File: config.mk
export PLATFORM = sky130hd
export DESIGN_NAME = onchip_mem_rr_arbiter
export DESIGN_NICKNAME = d
export VERILOG_FILES = /design/src/rtl/onchip_mem_rr_arbiter.sv
export SDC_FILE = /design/constraint.sdc
export NUM_CORES = 1
export LEC_CHECK = 0
export ABC_AREA = 1
export BUFFER_PORTS_ARGS = -buffer_cell sky130_fd_sc_hd__buf_2
export CORE_MARGIN = 4
export CORE_UTILIZATION = 34
export CTS_CLUSTER_DIAMETER = 40
export CTS_CLUSTER_SIZE = 24
export DETAILED_ROUTE_END_ITERATION = 10
export GPL_ROUTABILITY_DRIVEN = 1
export PLACE_DENSITY_LB_ADDON = 0.05
export SLEW_MARGIN = 20
export SYNTH_ARGS = -nofsm -noshare
export SYNTH_HDL_FRONTEND = slang
export SYNTH_SLANG_ARGS = --single-unit
File: constraint.sdc
create_clock -name clk -period 1.9 [get_ports clk]
set_input_delay 0.57 -clock clk [delete_from_list [all_inputs] [get_ports clk]]
set_output_delay 0.57 -clock clk [all_outputs]
set_load 0.02 [all_outputs]
File: src/rtl/onchip_mem_rr_arbiter.sv
// Two-master round-robin arbiter sharing the single-port on-chip RAM between m0 and m1.
// Optional grant-hold (lock) support is compiled in when ONCHIP_ARB_LOCK_EN is defined.
module onchip_mem_rr_arbiter #(
  parameter int ADDR_W   = 10,
  parameter int DATA_W   = 32,
  parameter int LOCK_MAX = 16
) (
  input  logic                clk,
  input  logic                reset,
  input  logic [ADDR_W-1:0]   m0_address,
  input  logic [DATA_W/8-1:0] m0_byteenable,
  input  logic                m0_read,
  input  logic                m0_write,
  input  logic [DATA_W-1:0]   m0_writedata,
  input  logic                m0_lock,
  output logic                m0_waitrequest,
  output logic [DATA_W-1:0]   m0_readdata,
  output logic                m0_readdatavalid,
  input  logic [ADDR_W-1:0]   m1_address,
  input  logic [DATA_W/8-1:0] m1_byteenable,
  input  logic                m1_read,
  input  logic                m1_write,
  input  logic [DATA_W-1:0]   m1_writedata,
  input  logic                m1_lock,
  output logic                m1_waitrequest,
  output logic [DATA_W-1:0]   m1_readdata,
  output logic                m1_readdatavalid,
  output logic [ADDR_W-1:0]   mem_address,
  output logic [DATA_W/8-1:0] mem_byteenable,
  output logic                mem_chipselect,
  output logic                mem_write,
  output logic [DATA_W-1:0]   mem_writedata,
  output logic                mem_clken,
  input  logic [DATA_W-1:0]   mem_readdata
);

  localparam int BE_W = DATA_W / 8;

  logic req0, req1;
  logic rr_valid, rr_sel;
  logic gnt_valid, gnt_sel, gnt_write;
  logic last_gnt;
  logic rd_vld_q, rd_owner_q;
  logic [ADDR_W-1:0] addr_hold_q;
  logic [BE_W-1:0]   be_hold_q;
  logic [DATA_W-1:0] wdata_hold_q;

  assign req0     = m0_read | m0_write;
  assign req1     = m1_read | m1_write;
  assign rr_valid = req0 | req1;
  // On a tie the master that did not win last time goes first.
  assign rr_sel   = (req0 && req1) ? ~last_gnt : req1;

`ifdef ONCHIP_ARB_LOCK_EN
  localparam int CNT_W = $clog2(LOCK_MAX + 1);

  logic             lock_on_q, lock_owner_q;
  logic [CNT_W-1:0] lock_cnt_q;
  logic             owner_lock, owner_req, other_req, gnt_lock;
  logic             lock_hold, lock_break;

  assign owner_lock = lock_owner_q ? m1_lock : m0_lock;
  assign owner_req  = lock_owner_q ? req1 : req0;
  assign other_req  = lock_owner_q ? req0 : req1;
  assign lock_hold  = lock_on_q & owner_lock & (lock_cnt_q <  CNT_W'(LOCK_MAX));
  assign lock_break = lock_on_q & owner_lock & (lock_cnt_q >= CNT_W'(LOCK_MAX));
  assign gnt_lock   = gnt_sel ? m1_lock : m0_lock;

  always_comb begin
    gnt_valid = 1'b0;
    gnt_sel   = rr_sel;
    if (!reset) begin
      if (lock_hold) begin
        gnt_valid = owner_req;
        gnt_sel   = lock_owner_q;
      end else if (lock_break && other_req) begin
        gnt_valid = 1'b1;
        gnt_sel   = ~lock_owner_q;
      end else begin
        gnt_valid = rr_valid;
      end
    end
  end

  // A broken lock never re-engages in its own break cycle, so the other master gets through.
  always_ff @(posedge clk) begin
    if (reset) begin
      lock_on_q    <= 1'b0;
      lock_owner_q <= 1'b0;
      lock_cnt_q   <= '0;
    end else if (lock_hold) begin
      lock_cnt_q <= lock_cnt_q + 1'b1;
    end else if (lock_break) begin
      lock_on_q  <= 1'b0;
      lock_cnt_q <= '0;
    end else if (gnt_valid && gnt_lock) begin
      lock_on_q    <= 1'b1;
      lock_owner_q <= gnt_sel;
      lock_cnt_q   <= CNT_W'(1);
    end else begin
      lock_on_q  <= 1'b0;
      lock_cnt_q <= '0;
    end
  end
`else
  logic unused_lock;
  assign unused_lock = m0_lock | m1_lock | (LOCK_MAX == 0);

  always_comb begin
    gnt_valid = ~reset & rr_valid;
    gnt_sel   = rr_sel;
  end
`endif

  assign gnt_write = gnt_sel ? m1_write : m0_write;

  assign m0_waitrequest = ~(gnt_valid & ~gnt_sel);
  assign m1_waitrequest = ~(gnt_valid &  gnt_sel);

  assign mem_clken      = 1'b1;
  assign mem_chipselect = gnt_valid;
  assign mem_write      = gnt_valid & gnt_write;
  assign mem_address    = !gnt_valid ? addr_hold_q  : (gnt_sel ? m1_address    : m0_address);
  assign mem_byteenable = !gnt_valid ? be_hold_q    : (gnt_sel ? m1_byteenable : m0_byteenable);
  assign mem_writedata  = !gnt_valid ? wdata_hold_q : (gnt_sel ? m1_writedata  : m0_writedata);

  assign m0_readdata      = mem_readdata;
  assign m1_readdata      = mem_readdata;
  assign m0_readdatavalid = rd_vld_q & ~rd_owner_q & ~reset;
  assign m1_readdatavalid = rd_vld_q &  rd_owner_q & ~reset;

  always_ff @(posedge clk) begin
    if (reset) begin
      last_gnt   <= 1'b1;
      rd_vld_q   <= 1'b0;
      rd_owner_q <= 1'b0;
    end else begin
      if (gnt_valid) begin
        last_gnt <= gnt_sel;
      end
      rd_vld_q   <= gnt_valid & ~gnt_write;
      rd_owner_q <= gnt_sel;
    end
  end

  // The RAM bus keeps the last granted command on idle cycles.
  always_ff @(posedge clk) begin
    if (gnt_valid) begin
      addr_hold_q  <= gnt_sel ? m1_address    : m0_address;
      be_hold_q    <= gnt_sel ? m1_byteenable : m0_byteenable;
      wdata_hold_q <= gnt_sel ? m1_writedata  : m0_writedata;
    end
  end

  always @(posedge clk) begin
    if (!reset) begin
      assert (!(m0_read && m0_write)) else $error("m0 asserted read and write together");
      assert (!(m1_read && m1_write)) else $error("m1 asserted read and write together");
    end
  end

endmodule
* After elaboration in Yosys (flattened, before gate mapping) *
Cells that the tools add are included.

word-level totals
  bits in registers = 49
  bits in latches = 0
  RAM bits = 0
  ROM bits = 0
  input port bits = 132
  memories = 0

cells by class
  add/sub/neg operators = 0
  $mul = 0
  divide/modulo/power cells = 0
  $lt $le $gt $ge = 0
  eq/ne operators = 0
  shift-type cells = 0
  muxes and demuxes = 8
  bitwise gates (word level) = 19
  reductions and logical operators = 1

operators with widths
  operator           number
  32-bit 2-to-1 mux  2
  10-bit 2-to-1 mux  2
  1-bit bitwise AND  9
  4-bit 2-to-1 mux   2
  1-bit NOT          7
  1-bit bitwise OR   3
  1-bit 2-to-1 mux   2
  1-bit logical AND  1

* Logic depth before layout (Yosys ltp) *
  depth after elaboration = 6
  depth in mapped cells = 8
  gate-level depth less buffers = 6

* Least setup slack after synthesis *
OpenSTA, ideal clock, no wires.

  path type = in2out
  start = in m0_write
  end = out mem_write
  arrival = 1483 ps
  data required time = 1330 ps
  slack = -153 ps
  stages on the path = 4
  path buffers = 1
  cell sequence = o21ai_2 -> clkbuf_1 -> nand2_1 -> a21oi_1

between the ends
  cells in the longest elaborated chain, start to end = 5

ends and longest elaborated chain
  what                 line  source
  from (decl)          13    input logic m0_write,
  1-bit bitwise OR     48    assign req0 = m0_read | m0_write;
  1-bit logical AND    52    assign rr_sel = (req0 && req1) ? ~last_gnt : req1;
  1-bit 2-to-1 mux     52
  1-bit 2-to-1 mux     115   assign gnt_write = gnt_sel ? m1_write : m0_write;
  1-bit bitwise AND *  122   assign mem_write = gnt_valid & gnt_write;
  to (decl)            31    output logic mem_write,

Every way passes the cells marked *; elsewhere a longest branch is shown, timed or not.

* Worst setup path in the final report *
  start = in m0_read
  end = out mem_writedata[31]

between the ends
  cells in the longest elaborated chain, start to end = 5

ends and longest elaborated chain
  what                 line  source
  from (decl)          12    input logic m0_read,
  1-bit bitwise OR *   48
  1-bit logical AND    52
  1-bit 2-to-1 mux     52
  32-bit 2-to-1 mux    125   assign mem_writedata = !gnt_valid ? wdata_hold_q : (gnt_sel ? m1_writedata : m0_writedata);
  32-bit 2-to-1 mux *  125
  to (decl)            32    output logic [DATA_W-1:0] mem_writedata,

Marks and branches as above.

==> results.cfg <==
[status]
status = complete, but fails checks
violations = negative setup slack

[power_and_ir_drop]
power.leakage_nw = 2.79
worst_ir_drop_vdd_uv = 306
power.density_nw_per_um2 = 696

[detailed_routing]
top_layer = met4
dr_total_vias = 3135
wl_met1_um = 3970
drtPass1Iterations = 4
post-route-drc-count = 0
drt-initial-drc-count = 58
dr_wl_met2_um = 4610
post_drt_wl_per_cell_um = 13.2
viasPerCell = 4.39
ant_nets = 0
dr_wl_met3_um = 716
drt_wl_total_um = 9430

[finish]
fillers = 865
diodes = 0
multiInputGateArea_um2 = 1570
synthToLayoutAreaGrowth_pct = 60.4
drive_above_1_share_pct = 54.3
num-nets-final = 737
final_cell_mix = buf_2 (96), inv_1 (94), nand2_1 (77)
final_common_cell = buf_2
regArea_um2 = 981
fin_area_um2 = 4850

[floorplanning]
die_y_um = 102
core-area_um2 = 8680
num_rows = 34
fp.dieW_um = 102
ioPinCount = 249
die-area_um2 = 10500
initial_core_util_pct = 34.8

[sta]
min_period_ns = 2.21
fin_setup_tns_ns = -12.64
setup_viol = 50
drv_slew = 0
fmax_ghz = 0.453
finalCritPeriodShare_pct = 116
layout_setup_ws_ns = -0.310
skew_ns = 0.00975
rsz0062_at_grt = true
final_hold_viol_count = 0

[clock_tree]
clock_path_buffers = 2
cts_sinks = 49
root_buffer = clkbuf_8
cts_max_level = 2
path_clk_slew_ns = 0.09
cts_tree = built
insertion_delay_ns = 0.30
cts-hold-fix-buffers = 0
numCtsBuffers = 5

[yosys]
synth_nets = 616
yosysUniqueCellTypes = 14
yosys_warnings = 0
synth-seq-cells = 49
ys_seq_area_share_pct = 32.5
synth_area_um2 = 3020
syn_avg_cell_area_um2 = 6.25
synthCells = 484

[placement]
place_hpwl_um = 6030
port_buffers = 149
gp_congestion = 0.764
place_area_um2 = 3690

[worst_setup_path]
crit_fanout = 7
crit_path_end_kind = output port
critical_path_required_ns = 1.33
rr_worst_depth = 8
start_kind = primary input
criticalPathCategory = primary input to output port
worstPathArrival_ns = 1.64

[global_routing]
grt_max_degree = 26
antenna_found_initial = 0
grt_pass1_vias = 2854
overflow = 0
track_usage_pct = 15.1
grt_first_pass_wirelength_um = 12800

[min_path]
hp-class = flop to flop
min_delay_path_depth = 2

[job]
cap_violations = 0
[sequential cells by signal, indices dropped and copies added, names as in the netlist]
name,count
be_hold_q,4
rd_owner_q,1
wdata_hold_q,32
last_gnt,1
addr_hold_q,10
rd_vld_q,1
[stage by stage]
stage	hold WS (ns)	util (%)	cells	total power, W	worst slack, ns
global placement	0.431	42.5	683	0.00228	-0.351
global route	0.484	55.9	714	0.00358	-0.378
floorplan	0.486	-	484	0.00206	-0.00784
finish	0.460	55.9	714	0.00337	-0.310
CTS	0.458	46.5	694	0.00306	-0.289
detailed placement	0.434	42.5	683	0.00229	-0.365
[path summary, 6_finish.rpt]
| path | startpoint | end | slack, ns |
|---|---|---|---|
| hold reg to reg | wdata_hold_q[24] | wdata_hold_q[24] | 0.46 |
| hold / removal | wdata_hold_q[24] | wdata_hold_q[24] | 0.46 |
| setup / recovery | m0_read | mem_writedata[31] | -0.31 |
| setup reg to reg | last_gnt | wdata_hold_q[12] | 0.55 |
[power breakdown]
part           leakage [nW]  switching (W)  total (W)  internal [W]
Clock                0.0450       0.000350   0.000606      0.000256
Sequential            0.413      0.0000375    0.00121       0.00117
Combinational          2.33       0.000791    0.00156      0.000765
Total                  2.79        0.00118    0.00337       0.00220
[per-layer routing]
| metal | track usage, % | up-vias |
|---|---|---|
| li1 | - | 1617 |
| met1 | 18.7 | 1402 |
| met2 | 25.4 | 100 |
| met3 | 4.37 | 16 |
| met4 | 4.34 | 0 |
| met5 | 0 | - |
[cells in the mapped netlist]
cell        n  area, um2
nor2_2      1       6.26
buf_4      70        526
a21oi_2     1       8.76
o21ai_2     1       8.76
conb_1      1       3.75
buf_2      12       60.1
a21oi_1     2       10.0
clkbuf_1    8       30.0
nand3_1    93        465
nor2_1      4       15.0
nand2_1   146        548
inv_1      94        353
dfxtp_1    49        981
inv_2       2       7.51
[timing repair]
action,4_1_cts,5_1_grt
buffers inserted,2,17
gates resized for setup,70,150
pin swaps,4,26
endpoints found under the hold margin,0,0
setup endpoints to repair,50,50
gates cloned,1,6
[layout make-up]
| cell class | count | share of cell area (%) |
|---|---|---|
| Clock buffer | 6 | 1.50 |
| Clock inverter | 2 | 0.206 |
| Inverter | 96 | 7.54 |
| Multi-Input combinational cell | 249 | 32.3 |
| Sequential cell | 49 | 20.2 |
| Tap cell | 108 | 2.79 |
| Timing Repair Buffer | 204 | 35.4 |
[logic make-up (layout without fill, tap and decap cells)]
logic type      Yosys count  after routing  synth area share [%]
compound gates            4              4                 0.911
buf+inv                 186            308                  32.3
flops                    49             49                  32.5
other cells               1              1                 0.124
simple gates            244            244                  34.2
[worst max-delay path, cell delays in order]
cell and delay (ns):
buf_8 0.10, o21ai_4 0.24, nand2_8 0.14, clkbuf_16 0.20, nand2_1 0.07, nand3_1 0.09, nand2_2 0.09, buf_6 0.11
Power figures use the tool's default switching activity.
